## src/rtl/serial_add_ctrl.sv

```systemverilog
// Bit-serial adder sequencer: drives a shared external 1-bit full adder LSB first.
// Optional SERIAL_ADD_OVF_EN adds an ovf output (signed two's-complement overflow).
module serial_add_ctrl #(
  parameter int WIDTH = 8,
  parameter int CNT_W = 5
) (
  input  logic             clk,
  input  logic             rst_n,
  input  logic             start,
  input  logic [WIDTH-1:0] op_a,
  input  logic [WIDTH-1:0] op_b,
  input  logic             cin_in,
  output logic             busy,
  output logic             done,
  output logic [WIDTH-1:0] result,
  output logic             cout_out,
`ifdef SERIAL_ADD_OVF_EN
  output logic             ovf,
`endif
  output logic             fa_a,
  output logic             fa_b,
  output logic             fa_cin,
  input  logic             fa_sum,
  input  logic             fa_cout
);

  typedef enum logic [1:0] {IDLE, RUN, DONE} state_e;

  localparam logic [CNT_W-1:0] LAST_BIT = CNT_W'(WIDTH - 1);

  state_e           state_q;
  logic [WIDTH-1:0] a_sh_q;
  logic [WIDTH-1:0] b_sh_q;
  logic [WIDTH-1:0] result_q;
  logic [CNT_W-1:0] cnt_q;
  logic             carry_q;
  logic             cout_q;
  logic             busy_q;
  logic             done_q;
`ifdef SERIAL_ADD_OVF_EN
  logic             ovf_q;
`endif

  always_ff @(posedge clk or negedge rst_n) begin
    if (!rst_n) begin
      state_q  <= IDLE;
      a_sh_q   <= '0;
      b_sh_q   <= '0;
      result_q <= '0;
      cnt_q    <= '0;
      carry_q  <= 1'b0;
      cout_q   <= 1'b0;
      busy_q   <= 1'b0;
      done_q   <= 1'b0;
`ifdef SERIAL_ADD_OVF_EN
      ovf_q    <= 1'b0;
`endif
    end else begin
      case (state_q)
        IDLE, DONE: begin
          done_q <= 1'b0;
          // Accepting straight out of DONE gives back-to-back operations.
          if (start) begin
            a_sh_q  <= op_a;
            b_sh_q  <= op_b;
            carry_q <= cin_in;
            cnt_q   <= '0;
            busy_q  <= 1'b1;
            state_q <= RUN;
          end else begin
            state_q <= IDLE;
          end
        end
        RUN: begin
          result_q <= {fa_sum, result_q[WIDTH-1:1]};
          carry_q  <= fa_cout;
          a_sh_q   <= a_sh_q >> 1;
          b_sh_q   <= b_sh_q >> 1;
          cnt_q    <= cnt_q + 1'b1;
          if (cnt_q == LAST_BIT) begin
            cout_q  <= fa_cout;
`ifdef SERIAL_ADD_OVF_EN
            ovf_q   <= carry_q ^ fa_cout;
`endif
            busy_q  <= 1'b0;
            done_q  <= 1'b1;
            state_q <= DONE;
          end
        end
        default: begin
          busy_q  <= 1'b0;
          done_q  <= 1'b0;
          state_q <= IDLE;
        end
      endcase
    end
  end

  // busy_q mirrors RUN, so the adder inputs are quiet outside an operation.
  assign fa_a     = busy_q & a_sh_q[0];
  assign fa_b     = busy_q & b_sh_q[0];
  assign fa_cin   = busy_q & carry_q;

  assign busy     = busy_q;
  assign done     = done_q;
  assign result   = result_q;
  assign cout_out = cout_q;
`ifdef SERIAL_ADD_OVF_EN
  assign ovf      = ovf_q;
`endif

endmodule
```

## config.mk

```make
export PLATFORM = sky130hd
export DESIGN_NAME = serial_add_ctrl
export DESIGN_NICKNAME = d
export VERILOG_FILES = /design/src/rtl/serial_add_ctrl.sv
export SDC_FILE = /design/constraint.sdc
export NUM_CORES = 1
export LEC_CHECK = 0
export BUFFER_PORTS_ARGS = -buffer_cell sky130_fd_sc_hd__buf_2
export CAP_MARGIN = 10
export CORE_MARGIN = 4
export CORE_UTILIZATION = 56
export DETAILED_ROUTE_END_ITERATION = 8
export GPL_TIMING_DRIVEN = 0
export PLACE_DENSITY_LB_ADDON = 0.25
export SLEW_MARGIN = 20
export SYNTH_ARGS = -nofsm -noshare
export SYNTH_HDL_FRONTEND = slang
export SYNTH_SLANG_ARGS = --single-unit
```

## constraint.sdc

```tcl
create_clock -name clk -period 2.1 [get_ports clk]
set_input_delay 0.21 -clock clk [delete_from_list [all_inputs] [get_ports clk]]
set_output_delay 0.21 -clock clk [all_outputs]
set_load 0.01 [all_outputs]
```

-- Yosys cells after proc, flatten, opt, wreduce, memory -nomap -nowiden
Index checks and enable logic that the tools add are counted.
- output and inout bits: 14
- word-level logic and storage cells: 40
- register bits after elaboration: 35
- input port bits: 22
- eq/ne operators: 5
- reductions and logical operators: 6
- mux-type cells: 16
- bitwise operators: 3
- $add $sub $neg: 1
- operators with widths (cell ; count):
    8-bit case mux with 2 select lines ; 2
    8-bit 2-to-1 mux ; 2
    5-bit case mux with 2 select lines ; 1
    1-bit 2-to-1 mux ; 6
    2-bit AND reduction ; 3
    5-bit by 1-bit adder with 5-bit output (second input constant) ; 1
    5-bit by 3-bit == test with 1-bit output (second input constant) ; 1
    5-bit 2-to-1 mux ; 1
    2-bit inequality test (second input constant) ; 2
    1-bit case mux with 2 select lines ; 2
    2-bit case mux with 2 select lines ; 1
    1-bit AND ; 3
    2-bit by 1-bit == test with 1-bit output (second input constant) ; 1
    2-bit == test (second input constant) ; 1
    2-bit logical NOT ; 1
    2-bit 2-to-1 mux ; 1
    2-bit nonzero test ; 1
    2-bit OR reduction ; 1

-- Longest topological paths before layout
- depth in word-level cells: 4
- depth in mapped cells: 5
- gate-level depth less buffers: 4

-- Least setup slack after synthesis
OpenSTA, ideal clock, no wires.
- kind: register to register
- start: register cnt_q[0]
- end: register cout_q, in the netlist cout_out
- path slack: 0.729 ns
- library setup time: 0.125 ns
- required time: 1.975 ns
- path buffers: 0
- stages on the path, launching flop included: 5
- period minus slack after synthesis: 1.371 ns
- arrival: 1.246 ns
- cells stage by stage: dfrtp_1 > ha_1 > and4bb_1 > and2_4 > mux2_4
- longest elaborated chain between the ends: 2
- ends and longest elaborated chain (item ; line ; text):
    from (decl) ; 35 ; logic [CNT_W-1:0] cnt_q;
    from (signal assigned) ; 79 ; cnt_q <= cnt_q + 1'b1;
    5-bit by 3-bit == test with 1-bit output ; 80 ; if (cnt_q == LAST_BIT) begin
    2-bit AND reduction (no source line) ; n/a ;
    to (signal assigned) ; 81 ; cout_q <= fa_cout;
    to (decl) ; 37 ; logic cout_q;
Every way passes these cells.
A chain may end at the register's enable or synchronous reset.

-- Worst setup path in the final report
Ends and elaborated chain as after synthesis.

==> flow_summary.json <==
{
  "status": "finished, final reports clean",
  "ys_seq_area_share_pct": 57.2,
  "insertion_delay_ns": 0.33,
  "synth_cell_types": 23,
  "routedWlPerCell_um": 14.4,
  "drtAntennaViolNets": 0,
  "tightestPinTransition_ns": 0.739,
  "antenna_cells": 0,
  "dp_cells": 207,
  "cts.sink_count": 34,
  "wl_mm": 3.11,
  "die_x_um": 59.5,
  "grt_pass1_wl_mm": 5.41,
  "drc": 0,
  "yosys_warnings": 0,
  "worstSetupPathType": "flop to flop",
  "min_path_cells": 3,
  "cts_tree": "built",
  "vias_per_cell": 5.69,
  "cp_max_fo": 4,
  "r2r-start": "cnt_q[0]",
  "clk_pin_slew_ns": 0.10,
  "io_buffers": 35,
  "cts_setup_buffers": 0,
  "period_needed_ns": 1.47,
  "hp-start": "fa_sum",
  "setup-tns-final_ns": 0,
  "die-area_um2": 3540,
  "numCtsBuffers": 5,
  "grt_max_degree": 35,
  "syn_nets": 165,
  "clockRootBuffer": "clkbuf_4",
  "gr-total-overflow": 0,
  "crit_buf_inv": 0,
  "startpoint_type": "flop",
  "coreArea_um2": 2500,
  "initial_core_util_pct": 59.5,
  "gr-usage-all-layers_pct": 20.3,
  "final_cells": 216,
  "cellLeakagePower_nw": 0.964,
  "nets": 208,
  "crit_chain": "ha_1 > and4bb_1 > and2_4 > mux2_4",
  "cp-end-kind": "flop",
  "clockBufferDepth": 2,
  "ios": 36,
  "die_y_um": 59.5,
  "ff2ff_setup_slack_ns": 0.63,
  "vias": 1229,
  "powerDensity_nw_per_um2": 1470,
  "routabilityCongestion": 0.734,
  "ir_worst_vdd_uv": 976,
  "cpPeakStageDelay_ns": 0.43,
  "cap_violations": 0,
  "worstRegToRegCells": 4,
  "grt_pass1_vias": 1218,
  "syn2layout_area_growth_pct": 19.0,
  "rsz0062_at_grt": "false",
  "rows": 18,
  "worstReg2RegEnd": "cout_out",
  "drv_slew": 0,
  "fin_crit_sh_pct": 69.8,
  "drtIter0Drc": 62,
  "drive_gt1_share_pct": 29.6,
  "critPathArrivalTime_ns": 1.69,
  "syn_inst": 142,
  "dr.pass1.iters": 4,
  "setup_viol": 0,
  "hp-class": "input pin to flop",
  "antenna_found_initial": 0,
  "worstHoldEndpoint": "result[7]",
  "htreeDepth": 2,
  "max_freq_mhz": 682,
  "hpwl_mm": 2.18,
  "finalHoldViolCount": 0,
  "max_slew_margin_pct": 50.7,
  "crit_family": "flip-flops",
  "synth_seq_cells": 34,
  "skew_ns": 0.00649,
  "cpMaxStageDelayCell": "dfrtp_1",
  "synth.cell_area_um2": 1490,
  "worstPathRequired_ns": 2.33,
  "syn-mean-instance-area_um2": 10.5
}
how the worst max path moves through the flow:
stage,cells past startpoint,endpoint,start
2_1_floorplan,4,cout_out,cnt_q[0]
3_3_place_gp,4,cout_out,cnt_q[0]
3_5_place_dp,4,cout_out,cnt_q[0]
4_1_cts,4,cout_out,cnt_q[0]
5_1_grt,4,cout_out,cnt_q[0]
6_report,4,cout_out,cnt_q[0]
logic make-up after synthesis:
group	share of synthesized area [%]
buffers and inverters	5.30
multiplexers	3.03
AND/OR/NAND/NOR	21.8
AO/OA/AOI/OAI	11.8
flip-flops	57.2
adder cells (fa/ha/maj)	0.842
state kept, by name, indices dropped and copies added, names as in the netlist:
name      cells
result        8
cnt_q         5
state_q       1
done          1
b_sh_q        8
carry_q       1
a_sh_q        8
cout_out      1
busy          1
where the power goes:
group | switching [mW] | leakage (nW) | total (mW) | internal, mW
combinational | 0.586 | 0.503 | 1.09 | 0.506
clock | 0.215 | 0.0353 | 0.377 | 0.162
sequential | 0.188 | 0.426 | 1.13 | 0.943
total | 0.988 | 0.964 | 2.60 | 1.61
timing repair:
item	CTS	global route
hold buffers	1	0
setup endpoints to repair	0	0
hold endpoints to repair	34	0
resized for setup	0	0
routing by layer:
layer / part of all wire (%) / vias up / GRT usage (%) / wire (µm)
met5: 0 / - / 0 / 0
met4: 1.8 / 0 / 7.28 / 57
met3: 7.6 / 8 / 6.75 / 235
met2: 49 / 41 / 31.8 / 1530
met1: 41 / 602 / 26.2 / 1290
li1: - / 578 / - / -
area by class of cell:
class | count | area, µm²
plain buffers | 10 | 75.1
clock buffers | 7 | 55.1
clock inverters | 1 | 5.00
fillers | 198 | 731
inverters | 1 | 3.75
multi-input cells | 97 | 557
flip-flops and latches | 34 | 851
well taps | 30 | 37.5
repair buffers | 36 | 185
cells in the final DEF (no fill, tap or decap):
cell type	instances
ha_1	1
clkbuf_4	5
nand3_1	15
nor2b_4	1
buf_4	5
dfrtp_1	34
o32ai_1	1
mux2_4	1
and2_4	1
nand2b_1	2
nor2b_1	2
clkbuf_1	1
clkinv_2	1
nor2_1	2
mux2i_1	3
o21ai_0	2
a22o_1	5
a22oi_1	14
buf_6	2
dlygate4sd3_1	1
buf_2	38
a21o_1	1
and4bb_1	1
nand2_1	40
nand4_1	2
inv_1	1
clkbuf_8	1
and2_1	3
cells in the mapped netlist:
cell	count	share of area, %
nand2_1	40	10
dfrtp_1	34	57
nand3_1	15	5.1
a22oi_1	14	7.1
a22o_1	5	2.9
buf_4	5	2.5
and2_1	3	1.3
buf_2	3	1.0
mux2i_1	3	2.0
buf_6	2	1.5
nand2b_1	2	0.84
nand4_1	2	0.84
nor2_1	2	0.51
nor2b_1	2	0.84
o21ai_0	2	0.67
a21o_1	1	0.51
and2_4	1	0.59
and4bb_1	1	0.84
ha_1	1	0.84
inv_1	1	0.25
mux2_4	1	1.0
nor2b_4	1	0.93
o32ai_1	1	0.59
stage by stage:
step	setup slack (ns)	utilization, %	cell area (µm²)	total power, mW	hold WS [ns]
after CTS	0.630	70.8	1770	2.63	0.0590
after global routing	0.579	70.8	1770	2.83	0.0781
after detailed placement	0.648	68.0	1700	2.25	0.321
after global placement	0.667	68.0	1700	2.18	0.302
final	0.634	70.8	1770	2.60	0.0657
after floorplan	0.729	-	1490	1.90	-0.0856
worst reg2reg max path, stage by stage, from the launching register on:
cell      delay, ns
dfrtp_1        0.43
ha_1           0.25
and4bb_1       0.23
and2_4         0.17
mux2_4         0.29
Power figures use the tool's default switching activity.
